### src/rtl/bcd_scan_display.sv
// Multiplexed seven-segment driver for a bank of BCD digits.
// Has a snapshot register, a scan divider, leading-zero blanking and invalid-code detection.
module bcd_scan_display #(
  parameter int NUM_DIGITS = 4,
  parameter int SCAN_DIV   = 50000,
  parameter int DIV_W      = 16
) (
  input  logic                    p_clk_in,
  input  logic                    p_rst,
  input  logic [4*NUM_DIGITS-1:0] digits,
  input  logic                    load,
  input  logic                    blank_lz,
  output logic [6:0]              seg,
  output logic [NUM_DIGITS-1:0]   an,
  output logic                    bad_code
);

  localparam int IDX_W = $clog2(NUM_DIGITS);

  logic [3:0]            snap [NUM_DIGITS];
  logic [DIV_W-1:0]      div;
  logic [IDX_W-1:0]      idx;

  logic [NUM_DIGITS-1:0] zero_from;
  logic                  any_bad;
  logic [6:0]            seg_next;
  logic [NUM_DIGITS-1:0] an_next;

  function automatic logic [6:0] decode(input logic [3:0] d);
    case (d)
      4'd0:    decode = 7'b1000000;
      4'd1:    decode = 7'b1111001;
      4'd2:    decode = 7'b0100100;
      4'd3:    decode = 7'b0110000;
      4'd4:    decode = 7'b0011001;
      4'd5:    decode = 7'b0010010;
      4'd6:    decode = 7'b0000010;
      4'd7:    decode = 7'b1111000;
      4'd8:    decode = 7'b0000000;
      4'd9:    decode = 7'b0010000;
      default: decode = 7'b0111111;
    endcase
  endfunction

  // zero_from[i] is set when digits i..NUM_DIGITS-1 are all zero; built from the top down.
  always_comb begin
    logic all_zero;
    all_zero  = 1'b1;
    zero_from = '0;
    any_bad   = 1'b0;
    for (int unsigned k = 0; k < NUM_DIGITS; k++) begin
      all_zero = all_zero & (snap[NUM_DIGITS-1-k] == 4'd0);
      zero_from[NUM_DIGITS-1-k] = all_zero;
      any_bad = any_bad | (snap[k] > 4'd9);
    end
  end

  always_comb begin
    an_next = '1;
    for (int unsigned i = 0; i < NUM_DIGITS; i++) begin
      an_next[i] = (idx != IDX_W'(i));
    end
    if (blank_lz && (idx != '0) && zero_from[idx]) begin
      seg_next = '1;
    end else begin
      seg_next = decode(snap[idx]);
    end
  end

  always_ff @(posedge p_clk_in) begin
    if (!p_rst) begin
      for (int unsigned i = 0; i < NUM_DIGITS; i++) begin
        snap[i] <= '0;
      end
      div      <= '0;
      idx      <= '0;
      seg      <= '1;
      an       <= '1;
      bad_code <= 1'b0;
    end else begin
      if (load) begin
        for (int unsigned i = 0; i < NUM_DIGITS; i++) begin
          snap[i] <= digits[4*i +: 4];
        end
      end
      if (div == DIV_W'(SCAN_DIV - 1)) begin
        div <= '0;
        if (idx == IDX_W'(NUM_DIGITS - 1)) begin
          idx <= '0;
        end else begin
          idx <= idx + 1'b1;
        end
      end else begin
        div <= div + 1'b1;
      end
      seg      <= seg_next;
      an       <= an_next;
      bad_code <= any_bad;
    end
  end

endmodule

### config.mk
export PLATFORM = sky130hd
export DESIGN_NAME = bcd_scan_display
export DESIGN_NICKNAME = d
export VERILOG_FILES = /design/src/rtl/bcd_scan_display.sv
export SDC_FILE = /design/constraint.sdc
export NUM_CORES = 1
export LEC_CHECK = 0
export CAP_MARGIN = 20
export CELL_PAD_IN_SITES_DETAIL_PLACEMENT = 0
export CELL_PAD_IN_SITES_GLOBAL_PLACEMENT = 1
export CORE_UTILIZATION = 45
export DETAILED_ROUTE_END_ITERATION = 10
export PLACE_DENSITY_LB_ADDON = 0.1
export SLEW_MARGIN = 0
export SYNTH_ARGS = -nofsm -noshare
export SYNTH_HDL_FRONTEND = slang
export SYNTH_SLANG_ARGS = --single-unit
### constraint.sdc
create_clock -name p_clk_in -period 5.8 [get_ports p_clk_in]
set_clock_uncertainty 0.05 [all_clocks]
set_input_delay 1.16 -clock p_clk_in [delete_from_list [all_inputs] [get_ports p_clk_in]]
set_output_delay 1.16 -clock p_clk_in [all_outputs]
set_load 0.02 [all_outputs]
### Yosys cells after proc, flatten, opt, wreduce, memory -nomap -nowiden

Memories as Yosys holds them, arrays and structs flattened. A register that Yosys moved wholly into a read port is not among the register bits.
Index checks and enable logic that the tools add are counted.

* memories: 2
* bits in writable memories: 16
* bits in read-only memories: 112
* latch bits: 0
* register bits after elaboration: 23
* word-level logic and storage cells: 51
* bits of input ports: 20
* output and inout bits: 12

Memory list
* (name not given): depth 16, width 7, rd ports 1, clocked after Yosys merged registers in 1, wr ports 0, RTL line 30 `case (d)`
* snap: depth 4, width 4, rd ports 5, clocked after Yosys merged registers in 1, wr ports 4, RTL line 20 `logic [3:0] snap [NUM_DIGITS];`

* reductions and logical operators: 9
* bitwise logic cells: 11
* muxes and demuxes: 13
* add/sub/neg operators: 2
* multipliers: 0
* equal/unequal tests: 5
* magnitude comparators: 5
* divide/modulo/power cells: 0
* shifts and indexed selects: 0

Operator list (count)
* 16-bit by 1-bit adder with 16-bit output (second input constant): 1
* 16-bit equality test (second input constant): 1
* 4-bit > comparator (second input constant): 4
* 4-bit logical NOT: 4
* 4-bit 2-to-1 mux: 4
* 1-bit OR: 7
* 2-bit 2-to-1 mux: 3
* 1-bit 2-to-1 mux: 5
* 2-bit inequality test (second input constant): 2
* 2-bit OR reduction: 2
* 1-bit bitwise AND: 3
* 2-bit by 3-bit < comparator with 1-bit output (second input constant): 1
* 2-bit by 1-bit adder with 2-bit output (second input constant): 1
* 1-bit binary-select mux with 2-bit select: 1
* 2-bit equality test (second input constant): 1
* 1-bit logical AND: 2
* 2-bit by 1-bit inequality test with 1-bit output (second input constant): 1
* 2-bit nonzero test: 1
* 1-bit inverter: 1

### Longest topological paths before layout

* depth after elaboration: 8
* mapped depth: 7
* mapped depth without buffers: 7

### Worst setup path after synthesis

OpenSTA, ideal clock, no wires.

* path kind: input to register
* start point: input p_rst
* end point: memory snap[0][0] (enable)
* required time: 5.375 ns
* buffers on the path: 1
* setup slack: 3.654 ns
* arrival time: 1.721 ns
* setup time: 0.375 ns
* stages: 2
* cell sequence: clkbuf_1 nand2b_1

RTL lines
* start, declared: RTL line 9 `input logic p_rst,`
* end, declared: RTL line 20

==> results.cfg <==
[status]
status = finished with violations
violations = design-rule violations

[grt]
grt_antenna_before_repair = 0
wire_length_of_the_first_global_routing_pass_um = 6620
grt_use_total_pct = 16.9
grt_pass1_vias = 1432
grt_start_max_net_pins = 32
grt_overflow_total = 0

[detailed_routing]
drt_antenna_net_count = 0
dr.pass1.iters = 7
routed_via_density = 5.55
num_vias = 1555
mean_routed_wirelength_per_cell_um = 14.0
drc = 2
routed_wl_um = 3910
drt-initial-drc-count = 114

[worst_setup_path]
path_buf_inv = 1
critical_path.max_stage_delay_ps = 690
critPathMaxFanout = 17
setup.worst_path.class = primary input to flop
crit_family = buffers and inverters
path_depth = 2
endpoint = snap[3][0]
worst-r2r-cell-count = 7
timing.critical_path.from = load
worst_path_max_delay_cell = sky130_fd_sc_hd__clkdlybuf4s50_1
cp.required_ps = 5680
worstReg2RegEnd = seg[3]
start_kind = primary input
crit_path_cell_trace = clkdlybuf4s50_1, nand2b_1
r2r_setup_slack_ps = 3700
cp-end-kind = flop
worstPathArrival_ps = 2450

[yosys]
synth_edf_count = 16
yosysTopAreaCellShare_pct = 29.6
synth_nets = 228
yosys_warnings = 0
synth_largest_area_cell = sky130_fd_sc_hd__dfxtp_1
ys_seq_area_share_pct = 51.7
synthTopCellsByCount = sky130_fd_sc_hd__dfxtp_1 (32), sky130_fd_sc_hd__and3_1 (20), sky130_fd_sc_hd__nor2_1 (18)
synthMostInstantiatedCell = sky130_fd_sc_hd__dfxtp_1
synthTopCellsByArea = sky130_fd_sc_hd__dfxtp_1 (30%), sky130_fd_sc_hd__edfxtp_1 (22%), sky130_fd_sc_hd__and3_1 (5.8%)
syn_area_mm2 = 0.00217
yosysUniqueCellTypes = 37
ys_seq_elements = 48
synth-main-ff-cell = sky130_fd_sc_hd__dfxtp_1
postSynth.asyncResetShare_pct = 0
synth_area_per_cell_um2 = 10.9
instance_count_of_the_mapped_netlist = 198

[layout]
relative_area_change_from_synthesis_to_final_layout_pct = 18.9
antenna_cells_inserted = 0
nets = 257
filler_cells_inserted = 391
share_of_layout_cells_above_drive_strength_1_pct = 6.58

[timing]
max_freq_ghz = 0.390
final-setup-viol-count = 0
worst-slew-pin-transition_ps = 665
worst_slew_margin_rel_pct = 55.6
report.final.hold_viol_count = 0
final-max-slew-violation-count = 0
period_share_pct = 44.2
rsz0062_at_grt = no
finalSetupTns_ps = 0
finalCriticalPeriod_ps = 2560

[placed_design]
hpwl_um = 2870
io_buffers = 31
place_congestion = 0.889

[clocking]
post-cts-setup-buffers = 0
cts.reportedPaths.clkPinSlew_ps = 80
cts_root_buf = sky130_fd_sc_hd__clkbuf_8
htreeDepth = 2
clock_path_buffers = 2
tritoncts_clock_tree = yes
cts.hold.buffers_added = 0
numCtsBuffers = 5
clkSinkCount = 48
post_cts.resized_instances = 0
clkLatencyLatePin_ps = 300

[power]
power_uw = 646
p_per_area_mw_per_mm2 = 251
total_leakage_power_nw = 1.01
vdd.ir_drop.worst_uv = 169

[die]
io-pin-count = 32
placeableCoreArea_mm2 = 0.00450
die_area_mm2 = 0.00510
chipWidth_um = 71.4
floorplan.initialDensity_pct = 48.1
die_h_um = 71.4
num_rows = 24

[worst_hold_path]
whs_path_depth = 1
worst_hold_path_type = flop to flop

[run]
drv_cap = 0
## worst min path at each step
stage	start	endpoint
3_5_place_dp	div[0]	div[0]
6_report	div[0]	div[0]
5_1_grt	div[0]	div[0]
2_1_floorplan	div[0]	div[0]
3_3_place_gp	div[0]	div[0]
4_1_cts	div[0]	div[0]
## cell families after synthesis
family | Yosys count | synth area share (%)
fa+ha+maj | 10 | 5.77
mux | 9 | 6.76
flops | 48 | 51.7
simple gates | 81 | 21.2
buf+inv | 17 | 3.81
compound gates | 21 | 5.89
xor+xnor | 12 | 4.85
## final cells by class
class / count / area, um^2 / area share, %
multi-input combinational: 133 / 963 / 37.4
inverter: 7 / 26.3 / 1.02
clock inverter: 2 / 11.3 / 0.437
sequential: 48 / 1120 / 43.5
timing repair buffer: 32 / 318 / 12.3
clock buffer: 6 / 72.6 / 2.82
tap: 52 / 65.1 / 2.52
## flip-flops by register name, summed over array words and instances (netlist names), named ones only
name and count:
an 4, bad_code 1, div 16, idx 2, seg 7, snap 16
## cells in the final DEF (no fill, tap or decap), drive strengths merged
| master | n |
|---|---|
| or3 | 3 |
| a211o | 1 |
| a21oi | 6 |
| mux2i | 3 |
| edfxtp | 16 |
| xnor2 | 2 |
| nor3b | 1 |
| or2 | 2 |
| mux2 | 2 |
| a41oi | 1 |
| nor4bb | 2 |
| o21ai | 7 |
| nor2b | 1 |
| nor2 | 18 |
| clkinv | 1 |
| and3 | 20 |
| nand2 | 10 |
| clkbuf | 6 |
| xor2 | 10 |
| mux4 | 4 |
| nand4 | 5 |
| and4 | 3 |
| nor4b | 2 |
| inv | 7 |
| nand3 | 9 |
| nor4 | 3 |
| dfxtp | 32 |
| o211ai | 4 |
| clkinvlp | 1 |
| buf | 1 |
| clkdlybuf4s50 | 31 |
| a211oi | 2 |
| nand2b | 2 |
| ha | 10 |
## report_power, final
part | switching [mW] | internal, mW
logic | 0.0378 | 0.0423
clock network | 0.106 | 0.0837
registers | 0.0102 | 0.366
total | 0.154 | 0.492
## metal layers
layer	up-vias	track usage (%)	wire, um	part of all wire (%)
li1	769	-	-	-
met1	721	22.1	1880	48
met2	58	25.9	1730	44
met3	7	4.92	237	6.1
met4	0	7.56	59	1.5
met5	-	0	0	0
## stage by stage
stage / std cells / hold WS (ps) / util, % / worst slack, ps / area [um^2]
finish: 280 / 428 / 57.2 / 3240 / 2580
CTS: 280 / 432 / 57.2 / 3230 / 2580
global placement: 272 / 391 / 55.4 / 3000 / 2490
floorplan: 198 / 376 / - / 3650 / 2170
detailed placement: 272 / 414 / 55.4 / 2910 / 2490
global route: 280 / 459 / 57.2 / 3140 / 2580
Power figures use the tool's default switching activity.
